[src/rtl/mem_align_unit.sv]
// Memory-stage access unit in front of DataMemory: passes aligned loads/stores,
// splits misaligned half/word accesses into byte accesses, extends load data.
// Ports: Clk/Rst; Req* request from EX/MEM; Busy stall; RespValid/RespData/Err
// response; Mem* drive DataMemory; MemReadData is its combinational read port.
module mem_align_unit #(
  parameter int MEM_BYTES = 1024,
  parameter bit SPLIT_EN  = 1'b1
) (
  input  logic        Clk,
  input  logic        Rst,
  input  logic        ReqValid,
  input  logic        ReqWrite,
  input  logic [1:0]  ReqSize,
  input  logic        ReqSigned,
  input  logic [31:0] ReqAddr,
  input  logic [31:0] ReqWData,
  output logic        Busy,
  output logic        RespValid,
  output logic [31:0] RespData,
  output logic        Err,
  output logic [31:0] MemAddress,
  output logic [31:0] MemWriteData,
  output logic        MemWrite,
  output logic        MemRead,
  output logic [1:0]  MemByteSel,
  input  logic [31:0] MemReadData
);

  typedef enum logic [1:0] {IDLE, SPLIT, DONE} state_t;

  state_t      state, stateNext;
  logic [31:0] baseAddr, wdataLat, asmData, respDataQ;
  logic [1:0]  sizeLat, cnt, lastK;
  logic        signedLat, writeLat, respValidQ, errQ;

  logic [2:0]  nBytes;
  logic [32:0] lastByte;
  logic [31:0] splitWData;
  logic        accept, misaligned, reqErr, doAligned, doSplit;

  function automatic logic [31:0] extend(
    input logic [31:0] d,
    input logic [1:0]  sz,
    input logic        sg
  );
    logic [31:0] r;
    unique case (sz)
      2'b01:   r = sg ? {{24{d[7]}}, d[7:0]} : {24'b0, d[7:0]};
      2'b11:   r = sg ? {{16{d[15]}}, d[15:0]} : {16'b0, d[15:0]};
      default: r = d;
    endcase
    return r;
  endfunction

  always_comb begin
    unique case (ReqSize)
      2'b00:   nBytes = 3'd4;
      2'b11:   nBytes = 3'd2;
      default: nBytes = 3'd1;
    endcase
  end

  // End address in 33 bits so a request near 2^32 cannot wrap into range.
  assign lastByte = {1'b0, ReqAddr} + 33'(nBytes) - 33'd1;

  assign misaligned = (ReqSize == 2'b00 && ReqAddr[1:0] != 2'b00) ||
                      (ReqSize == 2'b11 && ReqAddr[0]);
  assign reqErr = (ReqSize == 2'b10) ||
                  (lastByte >= 33'(MEM_BYTES)) ||
                  (misaligned && !SPLIT_EN);

  // DONE may accept a new request; only SPLIT ignores ReqValid.
  assign accept    = ReqValid && !Rst && (state != SPLIT);
  assign doAligned = accept && !reqErr && !misaligned;
  assign doSplit   = accept && !reqErr && misaligned;

  assign lastK      = (sizeLat == 2'b00) ? 2'd3 : 2'd1;
  assign splitWData = wdataLat >> {cnt, 3'b000};

  always_comb begin
    MemAddress   = '0;
    MemWriteData = '0;
    MemWrite     = 1'b0;
    MemRead      = 1'b0;
    MemByteSel   = 2'b00;
    if (doAligned) begin
      MemAddress   = ReqAddr;
      MemWriteData = ReqWData;
      MemWrite     = ReqWrite;
      MemRead      = !ReqWrite;
      MemByteSel   = ReqSize;
    end else if (state == SPLIT && !Rst) begin
      // Gated by Rst so an aborted split writes no further bytes.
      MemAddress   = baseAddr + {30'b0, cnt};
      MemWriteData = {24'b0, splitWData[7:0]};
      MemWrite     = writeLat;
      MemRead      = !writeLat;
      MemByteSel   = 2'b01;
    end
  end

  always_comb begin
    stateNext = state;
    unique case (state)
      SPLIT:   stateNext = (cnt == lastK) ? DONE : SPLIT;
      default: stateNext = doSplit ? SPLIT : IDLE;
    endcase
  end

  always_ff @(posedge Clk) begin
    if (Rst) begin
      state      <= IDLE;
      baseAddr   <= '0;
      wdataLat   <= '0;
      asmData    <= '0;
      respDataQ  <= '0;
      sizeLat    <= '0;
      cnt        <= '0;
      signedLat  <= 1'b0;
      writeLat   <= 1'b0;
      respValidQ <= 1'b0;
      errQ       <= 1'b0;
    end else begin
      state      <= stateNext;
      respValidQ <= doAligned;
      errQ       <= accept && reqErr;
      respDataQ  <= (doAligned && !ReqWrite) ?
                    extend(MemReadData, ReqSize, ReqSigned) : 32'b0;
      if (doSplit) begin
        baseAddr  <= ReqAddr;
        wdataLat  <= ReqWData;
        sizeLat   <= ReqSize;
        signedLat <= ReqSigned;
        writeLat  <= ReqWrite;
        cnt       <= '0;
        asmData   <= '0;
      end else if (state == SPLIT) begin
        cnt <= cnt + 2'd1;
        if (!writeLat)
          asmData[{cnt, 3'b000} +: 8] <= MemReadData[7:0];
      end
    end
  end

  assign Busy      = (state == SPLIT);
  assign RespValid = respValidQ || (state == DONE);
  assign RespData  = (state == DONE) ?
                     (writeLat ? 32'b0 : extend(asmData, sizeLat, signedLat)) :
                     respDataQ;
  assign Err       = errQ;

endmodule

[config.mk]
export PLATFORM = sky130hd
export DESIGN_NAME = mem_align_unit
export DESIGN_NICKNAME = d
export VERILOG_FILES = /design/src/rtl/mem_align_unit.sv
export SDC_FILE = /design/constraint.sdc
export NUM_CORES = 1
export LEC_CHECK = 0
export CAP_MARGIN = 20
export CORE_AREA = 2 2 142 144
export CTS_BUF_LIST = sky130_fd_sc_hd__clkbuf_2 sky130_fd_sc_hd__clkbuf_4 sky130_fd_sc_hd__clkbuf_8
export CTS_CLUSTER_SIZE = 16
export DETAILED_ROUTE_END_ITERATION = 8
export DIE_AREA = 0 0 144 146
export GPL_ROUTABILITY_DRIVEN = 0
export PLACE_DENSITY = 0.78
export SETUP_SLACK_MARGIN = 0.5
export SYNTH_ARGS = -nofsm -noshare
export SYNTH_HDL_FRONTEND = slang
export SYNTH_SLANG_ARGS = --single-unit
[constraint.sdc]
create_clock -name Clk -period 5.4 [get_ports Clk]
set_clock_uncertainty 0.1 [all_clocks]
set_input_delay 0.54 -clock Clk [delete_from_list [all_inputs] [get_ports Clk]]
set_output_delay 0.54 -clock Clk [all_outputs]
set_load 0.03 [all_outputs]
# Word level (Yosys, flattened, before mapping)

Cells that the tools add are included.

Bits in registers: 138
Input bits: 103
Output and inout port bits: 103
Logic and storage cells: 79

Add/subtract/negate cells: 5
Magnitude comparators: 1
Eq/ne operators: 9
Shift operators: 3
Multiplexer cells: 24
Bitwise gates (word level): 2
Reduce and logical (&&, ||, !) cells: 24

Operators with widths:

| operator                                              | count |
|---|---|
| 2-to-1 mux 32 bit                                     | 9 |
| case mux 32 bit (2 select lines)                      | 2 |
| adder 32 x 3 -> 33 bit                                | 1 |
| >= comparator 33 x 11 -> 1 bit, second input constant | 1 |
| subtractor 33 x 1 -> 33 bit, second input constant    | 1 |
| adder 32 x 2 -> 32 bit                                | 1 |
| bitwise mux 32 bit                                    | 1 |
| variable shift 8 x 7 -> 32 bit, first input constant  | 1 |
| indexed part select 8 x 7 -> 32 bit                   | 1 |
| right shift 32 x 5 -> 8 bit                           | 1 |
| logical AND 1 bit                                     | 10 |
| == test 2 bit, second input constant                  | 4 |
| 2-to-1 mux 2 bit                                      | 4 |
| 2-to-1 mux 8 bit                                      | 1 |
| negator 5 -> 7 bit                                    | 1 |
| == test 2 x 1 -> 1 bit, second input constant         | 3 |
| 2-to-1 mux 1 bit                                      | 6 |
| case mux 3 bit (2 select lines)                       | 1 |
| zero test 1 bit                                       | 5 |
| zero test 2 bit                                       | 2 |
| OR reduction 2 bit                                    | 2 |
| logical OR 1 bit                                      | 3 |
| adder 2 x 1 -> 2 bit, second input constant           | 1 |
| == test 2 bit                                         | 1 |
| other kinds (4)                                       | 5 |

# Logic depth before layout (Yosys ltp)

Depth in word-level cells: 12
Mapped depth: 20
Gate-level depth less buffers: 18

# Least setup slack after synthesis

Ideal clock, no wire load.

Kind: input port to output port
Start: in ReqSize[0]
End: out MemByteSel[1]
Arrival time: 4.224 ns
Data required time: 4.760 ns
Setup slack: 0.536 ns
Stages: 16
Path buffers: 0
Cells stage by stage: ha_1 inv_1 ha_1 inv_1 ha_1 inv_1 fa_1 nor2b_1 o31ai_1 a2111o_1 a31oi_1 nor2_1 xnor2_1 a2111oi_4 nand4_2 nor4_1

Word-level cells in the longest chain between the ends: 10
Elaborated cells between the ends (all ways): 16
Classes of those cells: 2 x add/sub; 1 x order compare; 2 x eq/ne; 2 x mux; 9 x reduce/logical

RTL lines:

| element                                          | RTL line   | source |
|---|---|---|
| start, declared                                  | 13         | `input logic [1:0] ReqSize,` |
| == test 2 bit or zero test 2 bit (tied branches) | 56, 67, 66 |  |
| case mux 3 bit (2 select lines)                  | 56         | `unique case (ReqSize)` |
| adder 32 x 3 -> 33 bit                           | 64         | `assign lastByte = {1'b0, ReqAddr} + 33'(nBytes) - 33'd1;` |
| subtractor 33 x 1 -> 33 bit                      | 64         |  |
| >= comparator 33 x 11 -> 1 bit                   | 69         | `(lastByte >= 33'(MEM_BYTES)) \|\|` |
| logical OR 1 bit                                 | 68         | `assign reqErr = (ReqSize == 2'b10) \|\|` |
| zero test 1 bit                                  | 74         | `assign doAligned = accept && !reqErr && !misaligned;` |
| logical AND 1 bit                                | 74         |  |
| logical AND 1 bit (*)                            | 74         |  |
| 2-to-1 mux 2 bit (*)                             | 86         | `if (doAligned) begin` |
| end, declared                                    | 25         | `output logic [1:0] MemByteSel,` |

Mark *: on every way between the ends. The rest lies on a longest branch, timed or not.

# Worst setup path after layout

Start: in ReqSize[0]
End: out MemAddress[26]

Word-level cells in the longest chain between the ends: 10
Elaborated cells between the ends (all ways): 16
Classes of those cells: 2 x add/sub; 1 x order compare; 2 x eq/ne; 2 x mux; 9 x reduce/logical

RTL lines:

| element                                          | RTL line   | source |
|---|---|---|
| == test 2 bit or zero test 2 bit (tied branches) | 56, 67, 66 |  |
| case mux 3 bit (2 select lines)                  | 56         |  |
| adder 32 x 3 -> 33 bit                           | 64         |  |
| subtractor 33 x 1 -> 33 bit                      | 64         |  |
| >= comparator 33 x 11 -> 1 bit                   | 69         |  |
| logical OR 1 bit                                 | 68         |  |
| zero test 1 bit                                  | 74         |  |
| logical AND 1 bit                                | 74         |  |
| logical AND 1 bit (*)                            | 74         |  |
| 2-to-1 mux 32 bit (*)                            | 86         |  |
| end, declared                                    | 21         | `output logic [31:0] MemAddress,` |

Marked as above.

==> results_dict.tcl <==
set metrics [dict create \
    worstRegToRegCells 6 \
    synth_area_leaders "dfxtp_1, ha_1, a21oi_1, mux2i_1, mux2_1" \
    dieHeight_um 146 \
    die_w_um 144 \
    path_depth 22 \
    setup.worst_path.class "in2out" \
    max_freq_ghz 0.203 \
    wl_met1_um 12600 \
    fin_crit_sh 0.914 \
    clock-sinks 138 \
    syn-num-nets 1304 \
    slew_headroom 0.310 \
    finalHoldViolations 0 \
    worstPathArrival_ns 4.29 \
    grt_max_degree 73 \
    drv_slew 0 \
    htreeDepth 4 \
    drc 0 \
    start_util 0.497 \
    synth-seq-cells 138 \
    layout-drive-gt1-share 0.201 \
    async_flop_share 0 \
    dr_wl_met3_um 2070 \
    finalPower_w 0.00250 \
    wl_per_cell_um 18.2 \
    rsz0062_at_grt "true" \
    yosysSeqAreaShare 0.287 \
    clockBufferDepth 2 \
    critPathSlowestCell "a2111o_1" \
    grt_pass1_vias 9057 \
    outcome "completed" \
    p_leak_nw 5.48 \
    crit_start "ReqSize[0]" \
    endpoint_kind "output pin" \
    synth-edff-count 0 \
    crit_fanout 6 \
    clk_pin_slew_ns 0.12 \
    drt-total-wl_um 29700 \
    placed_area_mm2 0.0117 \
    synth.top_cell.area_share 0.287 \
    powerDensity_mw_per_mm2 192 \
    setup_viol 0 \
    maxCapViolCount 0 \
    io_pins 206 \
    grt-ovfl-total 0 \
    die_area_mm2 0.0210 \
    cp_slowest_stage_delay_ns 0.44 \
    place.port_buffers 205 \
    crit_required_ns 4.76 \
    dr_total_vias 9441 \
    cts.root.buffer_cell "clkbuf_8" \
    nets 1499 \
    cp-start-kind "input pin" \
    min_period_ns 4.93 \
    clockPowerShare 0.394 \
    power_frac_seq 0.407 \
    holdPathStages 3 \
    vdd_drop_max_mv 0.177 \
    antenna_found_initial 1 \
    p_int_w 0.00172 \
    coreArea_mm2 0.0193 \
    cts_tree "yes" \
    hpwlAfterDp_um 20400 \
    path_delay_family "compound AO/OA/AOI/OAI gates" \
    synth.avg_cell_area_um2 8.33 \
    yosysUniqueCellTypes 75 \
    top_layer "met4" \
    cp_cell_sequence "buf_12, inv_6, ha_4, inv_2, ha_4, inv_2, ha_4, inv_2, fa_2, nor2b_4, o31ai_4, a2111o_1, a31oi_4, o211ai_1, a21oi_1, o2111ai_2, or2_4, nor3_4, buf_6, clkbuf_16, a22o_1, buf_6" \
    synth_area_mm2 0.00961 \
    r2r-end "asmData[7]" \
    ant_nets 0 \
    syn_inst 1154 \
    first_pass_iters 6 \
    ys.flop_type "dfxtp_1" \
    p_sw_w 0.000780 \
    hp-class "in2reg" \
    synth_common_cells "dfxtp_1, a21oi_1, nand2_1, nor2_1, inv_1" \
    clkLatencyLatePin_ns 0.46 \
    design_area_mm2 0.0130 \
    reg2reg_slack_ns 2.62 \
    worstReg2RegStart "cnt[1]" \
    area.growth.synth_to_final_pct 35.6 \
    synth_most_common_cell "dfxtp_1" \
    tightest_slew_ns 1.03 \
    ys_warn_count 0 \
    grt_pass1_wl_um 45700 \
    track_usage 0.268 \
    combPwrFrac 0.199 \
    rows 51 \
    yosysTopAreaCell "dfxtp_1" \
    drt_iter0_drc 867 \
    dr_wl_met2_um 14200 \
    switching_share 0.312 \
    critPathCapture "MemAddress[26]" \
    hold_buffers 0 \
    vias_per_cell 5.80 \
    crit_buf_inv 8 \
    cts_buffers 17 \
]
[timing repair]
| item | CTS | global route |
|---|---|---|
| gates cloned | 2 | 1 |
| endpoints found under the setup margin | 68 | 68 |
| resized for setup | 84 | 100 |
| setup buffers | 6 | 4 |
| pin swaps | 19 | 30 |
[cell usage in the layout (no fill, tap or decap), types with 34 or more instances in the layout]
cell	count
clkdlybuf4s50_1	122
dfxtp_1	138
a21oi_1	85
buf_4	48
o21ai_0	50
nor3_1	42
a22o_1	40
nor2b_1	34
inv_1	46
buf_6	54
nand2b_1	50
and3_1	52
nand2_1	95
nor2_1	62
mux2i_1	38
[worst reg2reg max path, stage by stage (launching register included)]
cell,delay [ns]
dfxtp_1,0.88
inv_1,0.23
ha_1,0.39
nor3b_1,0.67
and3_1,0.25
a21oi_1,0.04
nor3_1,0.14
[sequential cells by signal, indices dropped and copies added (netlist names), 2 cells and up]
register   cells
baseAddr      32
asmData       32
respDataQ     32
wdataLat      32
sizeLat        2
state          2
cnt            2
[stage by stage]
step	worst slack, ns	setup TNS, ns	hold slack (ns)	std cells	util
2_1_floorplan	0.536	0	0.352	1154	-
3_3_place_gp	-0.0995	-4.33	0.365	1581	0.607
3_5_place_dp	-0.193	-10.36	0.375	1581	0.607
4_1_cts	0.504	0	0.328	1621	0.649
5_1_grt	0.355	0	0.319	1628	0.674
6_report	0.467	0	0.294	1629	0.674
[final cells by class]
type	count	area, µm²
fill	1557	6300
antenna	2	5.00
inverter	56	218
sequential	138	2760
clock inverter	15	213
timing repair buffer	249	2580
tap	265	332
clock buffer	17	234
multi-input combinational	887	6690
[cells by family (layout without fill, tap and decap cells)]
| group | Yosys count | in the layout | share of synthesized area |
|---|---|---|---|
| and+or+nand+nor | 453 | 453 | 0.267 |
| AOI/OAI and AO/OA | 268 | 268 | 0.186 |
| DFF | 138 | 138 | 0.287 |
| buffers and inverters | 129 | 337 | 0.0626 |
| muxes | 80 | 80 | 0.0981 |
| adders and majority gates | 47 | 47 | 0.0627 |
| xor gates and xnor gates | 39 | 39 | 0.0355 |
| other | 0 | 2 | 0 |
[power groups by stage]
stage	clock network (W)	registers, W	logic [W]
floorplan	0	0.00104	0.000256
global placement	0	0.00104	0.000414
detailed placement	0	0.00104	0.000417
CTS	0.000986	0.00102	0.000443
global route	0.00103	0.00102	0.000533
finish	0.000986	0.00102	0.000499
[worst min path at each step]
stage	slack, ns	endpoint	start
final	0.29	baseAddr[1]	ReqAddr[1]
after global routing	0.32	baseAddr[1]	ReqAddr[1]
after CTS	0.33	sizeLat[0]	ReqSize[0]
after detailed placement	0.37	baseAddr[0]	baseAddr[0]
after global placement	0.37	baseAddr[28]	baseAddr[28]
after floorplan	0.35	baseAddr[28]	baseAddr[28]
[routing by layer]
metal,GRT usage,vias up
met4,0.0936,0
met3,0.0424,73
met5,0,-
met2,0.444,420
li1,-,4496
met1,0.353,4452
Power figures use the tool's default switching activity.
